--- src/rtl/mem_pkg.sv ---
// Shared definitions for the memory stage: FSM state encoding, default
// widths and the dump/halt encoding of the ex_dmp control bit.
package mem_pkg;

  localparam int unsigned DATA_W_DEF   = 16;
  localparam int unsigned MAX_WAIT_DEF = 15;

  // Value of ex_dmp that marks the dump/halt instruction.
  localparam logic DMP_HALT = 1'b1;

  typedef enum logic [1:0] {
    ST_IDLE   = 2'd0,
    ST_ACCESS = 2'd1,
    ST_HALT   = 2'd2
  } state_e;

  // A store or load needs the data memory; a store wins if both are set.
  function automatic logic is_mem_op(input logic memwrt, input logic memread);
    return memwrt | memread;
  endfunction

endpackage

--- src/rtl/mem_wait_timer.sv ---
// Counts cycles a data-memory request waits for its acknowledge.
// Ports:
//   clk, rst     clock, asynchronous active-high reset
//   clr_i        synchronous clear (takes priority over enable)
//   en_i         count one waiting cycle
//   expired_c_o  combinational: the enabled increment this cycle reaches MAX_WAIT
module mem_wait_timer #(
  parameter int unsigned MAX_WAIT = 15
) (
  input  logic clk,
  input  logic rst,
  input  logic clr_i,
  input  logic en_i,
  output logic expired_c_o
);

  localparam int unsigned CNT_W = $clog2(MAX_WAIT + 1);

  logic [CNT_W-1:0] cnt_q;
  logic [CNT_W-1:0] cnt_d;

  // Next count: clear wins over increment.
  always_comb begin
    cnt_d = cnt_q;
    if (clr_i) begin
      cnt_d = '0;
    end else if (en_i) begin
      cnt_d = cnt_q + CNT_W'(1);
    end
  end

  always_ff @(posedge clk or posedge rst) begin
    if (rst) begin
      cnt_q <= '0;
    end else begin
      cnt_q <= cnt_d;
    end
  end

  assign expired_c_o = en_i && !clr_i && (cnt_q == CNT_W'(MAX_WAIT - 1));

endmodule

--- src/rtl/mem_stage.sv ---
// Memory stage of the 5-stage pipeline. Registers each execute-stage
// instruction, runs a req/ack handshake to a variable-latency data memory
// for loads/stores, stalls execute while an access is outstanding, and
// hands a registered result to writeback. Dump/halt and memory timeouts
// park the stage in HALT until reset.
// Ports:
//   clk, rst                      clock, asynchronous active-high reset
//   ex_*                          execute-stage payload and controls
//   ex_stall                      combinational back-pressure to execute
//   dm_req/wr/addr/wdata          registered data-memory request
//   dm_ack, dm_rdata              memory completion and read data
//   wb_valid/data/next_pc         registered writeback payload
//   halt, err                     sticky status
// Build option: define MEM_ALIGN_CHECK_EN to trap odd memory addresses
// (no request, err+halt); otherwise addresses pass through unmodified.
module mem_stage
  import mem_pkg::*;
#(
  parameter int unsigned DATA_W   = DATA_W_DEF,
  parameter int unsigned MAX_WAIT = MAX_WAIT_DEF
) (
  input  logic              clk,
  input  logic              rst,
  input  logic              ex_valid,
  input  logic [DATA_W-1:0] ex_alu_out,
  input  logic [DATA_W-1:0] ex_srcb,
  input  logic [DATA_W-1:0] ex_next_pc,
  input  logic              ex_memwrt,
  input  logic              ex_memread,
  input  logic              ex_regsrc,
  input  logic              ex_dmp,
  output logic              ex_stall,
  output logic              dm_req,
  output logic              dm_wr,
  output logic [DATA_W-1:0] dm_addr,
  output logic [DATA_W-1:0] dm_wdata,
  input  logic              dm_ack,
  input  logic [DATA_W-1:0] dm_rdata,
  output logic              wb_valid,
  output logic [DATA_W-1:0] wb_data,
  output logic [DATA_W-1:0] wb_next_pc,
  output logic              halt,
  output logic              err
);

  state_e            state_q, state_d;
  logic [DATA_W-1:0] addr_q, addr_d;
  logic [DATA_W-1:0] wdata_q, wdata_d;
  logic [DATA_W-1:0] npc_q, npc_d;
  logic              wr_q, wr_d;
  logic              regsrc_q, regsrc_d;
  logic              req_q, req_d;
  logic              wb_valid_q, wb_valid_d;
  logic [DATA_W-1:0] wb_data_q, wb_data_d;
  logic [DATA_W-1:0] wb_npc_q, wb_npc_d;
  logic              halt_q, halt_d;
  logic              err_q, err_d;
  logic              stall_c;
  logic              tmr_clr_c;
  logic              tmr_en_c;
  logic              tmr_expired_c;
  logic              misalign_c;

  mem_wait_timer #(
    .MAX_WAIT (MAX_WAIT)
  ) u_wait_timer (
    .clk         (clk),
    .rst         (rst),
    .clr_i       (tmr_clr_c),
    .en_i        (tmr_en_c),
    .expired_c_o (tmr_expired_c)
  );

`ifdef MEM_ALIGN_CHECK_EN
  assign misalign_c = ex_alu_out[0];
`else
  assign misalign_c = 1'b0;
`endif

  // Next-state, capture and back-pressure logic.
  always_comb begin
    state_d    = state_q;
    addr_d     = addr_q;
    wdata_d    = wdata_q;
    npc_d      = npc_q;
    wr_d       = wr_q;
    regsrc_d   = regsrc_q;
    req_d      = req_q;
    wb_valid_d = 1'b0;
    wb_data_d  = wb_data_q;
    wb_npc_d   = wb_npc_q;
    halt_d     = halt_q;
    err_d      = err_q;
    stall_c    = 1'b0;
    tmr_clr_c  = 1'b1;
    tmr_en_c   = 1'b0;

    case (state_q)
      ST_IDLE: begin
        if (ex_valid) begin
          if (ex_dmp == DMP_HALT) begin
            halt_d  = 1'b1;
            state_d = ST_HALT;
          end else if (is_mem_op(ex_memwrt, ex_memread)) begin
            // Hold execute in the capture cycle so it keeps this instruction.
            stall_c = 1'b1;
            if (misalign_c) begin
              err_d   = 1'b1;
              halt_d  = 1'b1;
              state_d = ST_HALT;
            end else begin
              addr_d   = ex_alu_out;
              wdata_d  = ex_srcb;
              wr_d     = ex_memwrt;
              regsrc_d = ex_regsrc;
              npc_d    = ex_next_pc;
              req_d    = 1'b1;
              state_d  = ST_ACCESS;
            end
          end else begin
            wb_valid_d = 1'b1;
            wb_data_d  = ex_alu_out;
            wb_npc_d   = ex_next_pc;
          end
        end
      end
      ST_ACCESS: begin
        tmr_clr_c = 1'b0;
        if (dm_ack) begin
          // Releasing stall here lets execute advance on this edge.
          req_d      = 1'b0;
          wb_valid_d = 1'b1;
          wb_data_d  = regsrc_q ? dm_rdata : addr_q;
          wb_npc_d   = npc_q;
          state_d    = ST_IDLE;
        end else begin
          stall_c  = 1'b1;
          tmr_en_c = 1'b1;
          if (tmr_expired_c) begin
            req_d   = 1'b0;
            err_d   = 1'b1;
            halt_d  = 1'b1;
            state_d = ST_HALT;
          end
        end
      end
      ST_HALT: begin
        stall_c = 1'b1;
      end
      default: begin
        state_d = ST_IDLE;
      end
    endcase
  end

  always_ff @(posedge clk or posedge rst) begin
    if (rst) begin
      state_q    <= ST_IDLE;
      addr_q     <= '0;
      wdata_q    <= '0;
      npc_q      <= '0;
      wr_q       <= 1'b0;
      regsrc_q   <= 1'b0;
      req_q      <= 1'b0;
      wb_valid_q <= 1'b0;
      wb_data_q  <= '0;
      wb_npc_q   <= '0;
      halt_q     <= 1'b0;
      err_q      <= 1'b0;
    end else begin
      state_q    <= state_d;
      addr_q     <= addr_d;
      wdata_q    <= wdata_d;
      npc_q      <= npc_d;
      wr_q       <= wr_d;
      regsrc_q   <= regsrc_d;
      req_q      <= req_d;
      wb_valid_q <= wb_valid_d;
      wb_data_q  <= wb_data_d;
      wb_npc_q   <= wb_npc_d;
      halt_q     <= halt_d;
      err_q      <= err_d;
    end
  end

  assign ex_stall   = stall_c;
  assign dm_req     = req_q;
  assign dm_wr      = wr_q;
  assign dm_addr    = addr_q;
  assign dm_wdata   = wdata_q;
  assign wb_valid   = wb_valid_q;
  assign wb_data    = wb_data_q;
  assign wb_next_pc = wb_npc_q;
  assign halt       = halt_q;
  assign err        = err_q;

endmodule

--- config.mk ---
export PLATFORM = sky130hd
export DESIGN_NAME = mem_stage
export DESIGN_NICKNAME = d
export VERILOG_FILES = /design/src/rtl/mem_pkg.sv /design/src/rtl/mem_wait_timer.sv /design/src/rtl/mem_stage.sv
export SDC_FILE = /design/constraint.sdc
export NUM_CORES = 1
export LEC_CHECK = 0
export ABC_AREA = 1
export CAP_MARGIN = 10
export CORE_MARGIN = 2
export CORE_UTILIZATION = 40
export CTS_BUF_LIST = sky130_fd_sc_hd__clkbuf_4 sky130_fd_sc_hd__clkbuf_8
export DETAILED_ROUTE_END_ITERATION = 6
export GPL_ROUTABILITY_DRIVEN = 0
export PLACE_DENSITY = 0.68
export SYNTH_ARGS = -nofsm -noshare
export SYNTH_HDL_FRONTEND = slang
export SYNTH_SLANG_ARGS = --single-unit
export TNS_END_PERCENT = 50
--- constraint.sdc ---
create_clock -name clk -period 3.1 [get_ports clk]
set_input_delay 0.465 -clock clk [delete_from_list [all_inputs] [get_ports clk]]
set_output_delay 0.465 -clock clk [all_outputs]
set_load 0.05 [all_outputs]
; ---- After elaboration in Yosys (flattened, before gate mapping)
; Cells that the tools add are included.
[op_classes]
n_eq_ne = 14
n_bitwise = 4
n_addsub = 1
n_reduce_logical = 10
mux = 41
[ops]
columns = cell, count
row1 = $mux 16, 9
row2 = $pmux 16 s2, 2
row3 = $mux 1, 18
row4 = $ne 2x2->1 const B, 8
row5 = $reduce_and 5->1, 3
row6 = $mux 2, 5
row7 = $mux 4, 2
row8 = $reduce_and 4->1, 2
row9 = $ne 3x3->1 const B, 2
row10 = $pmux 1 s2, 3
row11 = $pmux 2 s3, 1
row12 = $add 4x1->4 const B, 1
row13 = $eq 4x4->1 const B, 1
row14 = $not 1->1, 3
row15 = $pmux 1 s3, 1
row16 = $reduce_and 3->1, 1
row17 = $eq 2x1->1 const B, 1
row18 = $eq 2x2->1 const B, 1
row19 = $logic_and 1x1->1, 2
row20 = $logic_not 2->1, 1
row21 = $ne 2x1->1 const B, 1
row22 = $reduce_bool 2->1, 1
row23 = $or 1x1->1, 1
[totals]
reg_bits = 92
wordCells = 83
input_bits = 72
output_inout_bits = 70

; ---- Depth between registers and ports, before layout
[depth]
depth_word = 7
depth_mapped = 8
mapped_depth_nobuf = 7

; ---- Hierarchy
; From an unflattened synthesis, not the netlist that was laid out.
[hier_totals]
cells_unflattened = 583
area_unflattened_um2 = 4374.2
[modules_own_cells]
columns = mod, seq_area_each_um2, n_inst, cells_each, area_each_um2
row1 = mem_stage, 2202.1, 1, 555, 4152.7
row2 = mem_wait_timer, 100.1, 1, 28, 221.5

; ---- Worst setup path after synthesis
; Ideal clock, no wire load.
[synth_path]
kind = input to output
from = input ex_memread
to = output ex_stall
path_slack_ns = 1.190
arrival_time_ns = 1.445
path_buffers = 2
required_ns = 2.635
cell_stages = 5
cell_sequence = nor2_1 > nand3b_2 > buf_6 > buf_6 > nand3_1
[synth_via]
elab_chain_cells = 5
[synth_lines]
columns = element, line_no
row1 = from (decl), mem_stage.sv:29  ; input logic ex_memread,
row2 = $or 1x1->1, mem_pkg.sv:19  ; return memwrt | memread;
row3 = $mux 1, mem_stage.sv:104  ; end else if (is_mem_op(ex_memwrt, ex_memread)) begin
row4 = $mux 1, mem_stage.sv:101  ; if (ex_dmp == DMP_HALT) begin
row5 = $mux 1, mem_stage.sv:100  ; if (ex_valid) begin
row6 = $pmux 1 s3, mem_stage.sv:98  ; case (state_q)
row7 = to (decl), mem_stage.sv:32  ; output logic ex_stall,
; No other way between the ends.

; ---- Worst setup path in the final report
[layout_path]
from = register state_q[1]
to = output ex_stall
[layout_via]
elab_chain_cells = 2
word_cells_on_any_way = 4
cone_classes = eq/ne (2) / mux (1) / reduce/logical (1)
[layout_lines]
columns = element, line_no
row1 = from (decl), mem_stage.sv:46  ; state_e state_q, state_d;
row2 = from (signal assigned), mem_stage.sv:171  ; state_q <= state_d;
row3 = $eq 2x2->1 (tied with other cells), mem_stage.sv:98
row4 = $pmux 1 s3 *, mem_stage.sv:98
; Mark *: on every way between the ends. The rest lies on a longest branch, timed or not.

==> out/summary.md <==
The cell count after synthesis came out at 506. The H-tree was split into 3 levels. The first global-routing pass estimated 17,570 um of wire. The relative contribution of sequential cells to total power is 0.546.

The number of buffers and inverters on the critical path came out at 1. After layout, the minimum clock period comes to 2.285 ns. For this block, the initial DRC count from the detailed router was 191. Yosys attributes the largest share of cell area to dfrtp_1 (54%), nand2_1 (11%), nand3_1 (6.4%).

The post-placement setup slack is 1.024 ns, and the share of final-layout standard cells stronger than drive strength 1 is 0.05818. The number of cells on the worst reg-to-reg path is 5. The worst setup path is launched from a register. The number of storage elements in the synthesis netlist was 92; the logic gate share of total power was 0.070.

The worst hold-check path type is register to register. The ratio of final minimum period to clock period is 0.7372, and the critical path arrival is 1.82 ns. The setup slack after layout is 0.8146 ns. The number of gates resized after CTS was 0. The portion of total power attributed to the clock network came out at 0.384. In the layout the commonest cells are clkdlybuf4s50_1 (140), nand2_1 (129), dfrtp_1 (92). Clock tree synthesis inserted a total of 9 buffers.

TritonCTS built the clock tree. Buffers added to address setup during post-CTS repair amount to 0. In this run the worst path has a maximum fanout of 23. The worst register-to-register path begins at state_q[1].

Measured along the y axis, the die boundary spans 107.3 um. Pin placement for this block handled 142 I/O pins. The horizontal die dimension was 107.3 um. Setup repair after global routing left no endpoint under its margin. In this run the core area contains 37 standard-cell rows. Across all layers, the routed design uses 3,753 vias. The worst-margin pin slew was 1.033 ns. Walking the worst path, the cells encountered are nor2_4, nand2_1, nand3_1, buf_4. The critical path in this run is classified as register to output port. The worst register-to-register path ends at wb_data[11].

Cell with the largest stage delay on the worst path: nor2_4. The area added between synthesis and finish works out to 38.42%. After detailed routing, the number of remaining DRC violations is 0. The routed wire length per instance was 13.78 um; the number of antenna violations at the first check in global routing was 0. The portion of synthesized cell area occupied by the leading cell type is 0.5393.

Peak supply drop: 223.2 uV. In this run the mean area of a mapped cell was 8.437 sq um. The largest delay contributor family on the critical path is simple AND/OR/NAND/NOR gates. The run gives 580 as the total nets after synthesis. In this run, post-CTS hold repair placed 0 buffers. In this run the static leakage power is 2.900 nW.

The synthesized design spends more area on one cell type than any other, namely dfrtp_1. The count of antenna diodes in the layout is 0, and the post-detailed-routing wire length is 10,640 um. For the remaining number of nets flagged by the antenna check after routing, the log shows 0. During synthesis, Yosys emitted a total of 0 warnings. At the worst endpoint, the required time is 2.63 ns. The ratio of total power to cell area is 371.3 mW/mm^2, and the accumulated negative setup slack is 0 ns. Once detailed placement completed, the half-perimeter wirelength came to 7285 um. The summed instance area of the synthesized netlist is 0.004269 sq mm. The internal power was 0.001711 W; the effective utilization at floorplan was 0.4135.

The pre-antenna-repair detailed-routing pass consisted of 6 iterations. Switching share of total power: 0.2203. After synthesis, the netlist uses 26 different library cells. The run gives 0 as the max-slew violation count. The clock latency of the later-clocked register in the worst-skew pair is 0.35 ns, and the register area share after synthesis is 0.5393. The logs give 0.99 ns for the internal reg-to-reg setup slack and 437.6 MHz for the maximum achievable frequency. The cell sitting at the root of the clock tree is a clkbuf_8.

Number of global-route vias before repair: 3,589. In this design, the stage delay of the slowest critical-path cell is 0.49 ns. In this run the power spent charging and discharging nets is 0.0004834 W. The critical path endpoint category is an output port.

The die covers 0.01152 sq mm. The relative slew slack is 0.3115, and the count of max-cap constraint violations is 0. Clock-pin slew was measured on the worst setup and hold paths at 0.09 ns. Setup violations remaining at the end of the flow were counted as 0.

The critical path starts at state_q[1]. The run gives 705 as the final net count. The run finished with clean final reports. For the maximum number of pins on one net before global-route repair, the log shows 103.

Across the routed clock network, the largest skew measured is 0.01357 ns. Input and output buffers added on the ports amount to 141. The global-route usage over all layers was 0.1941. The hold violation count in the final report was 0; the per-cell via count in the routed design was 4.861.

Leaving out fill and tap cells, the most frequent cell in the layout is clkdlybuf4s50_1. The run gives 2 as the number of buffers between clock root and the deepest sink. The clock sink total is 92, and the number of cells on the critical path is 4. Global routing finished with a remaining overflow of 0.

The region available for standard cell placement spans 0.01032 sq mm. The most critical setup path has its endpoint at ex_stall.
==> synth_stat cells <==
master,instances
o21ai_1,22
and3_1,1
o21bai_1,1
a21oi_2,2
inv_1,68
nand2_4,2
clkbuf_1,5
nand4_1,1
o211ai_1,16
nor3_1,1
ha_1,2
nor2_1,22
clkbuf_2,1
nand3b_2,1
inv_2,2
dfrtp_1,92
buf_6,8
buf_4,7
nand3_1,55
nand2_1,129
or2_2,5
o21ai_0,29
a21oi_1,21
nor2_4,2
nand3_2,1
buf_2,10
==> cells by family (layout without fill, tap and decap cells) <==
logic type               after synthesis  in the layout  synth area share
AO/OA/AOI/OAI                         91             91            0.1184
flip-flops                            92             92            0.5393
buffers and inverters                101            231            0.1123
AND/OR/NAND/NOR                      220            220            0.2242
adder cells (fa/ha/maj)                2              2          0.005861
==> flip-flops by register name, indices dropped and copies added, names as in the netlist, 2 cells and up <==
signal / flops
u_wait_timer.cnt_q: 4
dm_addr: 16
wb_data: 16
dm_wdata: 16
npc_q: 16
wb_next_pc: 16
state_q: 2
==> area by class of cell <==
| class | instances | area (sq um) |
|---|---|---|
| fillers | 948 | 4414 |
| flip-flops and latches | 92 | 2302 |
| multi-input cells | 313 | 1496 |
| repair buffers | 145 | 1464 |
| inverters | 70 | 265.3 |
| well taps | 136 | 170.2 |
| clock buffers | 11 | 151.4 |
| clock inverters | 5 | 60.06 |
==> layer usage <==
| metal | global-route usage | wire length [um] | vias up | part of all wire |
|---|---|---|---|---|
| li1 | - | - | 1851 | - |
| met1 | 0.2554 | 4623 | 1754 | 0.43 |
| met2 | 0.3029 | 4963 | 132 | 0.47 |
| met3 | 0.05387 | 846 | 16 | 0.080 |
| met4 | 0.07885 | 207 | 0 | 0.019 |
| met5 | 0 | 0 | - | 0 |
==> stage by stage <==
stage	hold WS [ns]	power, W	utilization	cells	area [sq um]
detailed placement	0.4587	0.001378	0.5519	756	5698
global placement	0.4467	0.001376	0.5519	756	5698
CTS	0.4808	0.002219	0.5724	772	5909
floorplan	0.4534	0.001266	-	506	4269
global route	0.4965	0.002290	0.5724	772	5909
finish	0.4717	0.002194	0.5724	772	5909
==> worst register-to-register path: cells and delay by family, from the launching register on <==
kind	cells	cell delay (ns)
simple gates	5	1.60
flops	1	0.46
==> power by group through the flow <==
stage / Combinational [W] / Sequential (W) / Clock, W
6_report: 0.000153 / 0.00120 / 0.000842
3_5_place_dp: 0.000155 / 0.00122 / 0
4_1_cts: 0.000156 / 0.00120 / 0.000864
2_1_floorplan: 0.0000430 / 0.00122 / 0
3_3_place_gp: 0.000153 / 0.00122 / 0
5_1_grt: 0.000169 / 0.00120 / 0.000921
==> how the worst min path moves through the flow <==
stage                     startpoint        end  slack [ns]  depth (start not counted)
after detailed placement        halt       halt        0.46                          2
after global routing            halt       halt        0.50                          2
after floorplan            npc_q[15]  npc_q[15]        0.45                          2
final                           halt       halt        0.47                          2
after CTS                     dm_req     dm_req        0.48                          2
after global placement          halt       halt        0.45                          2
(Power assumes the default switching activity.)
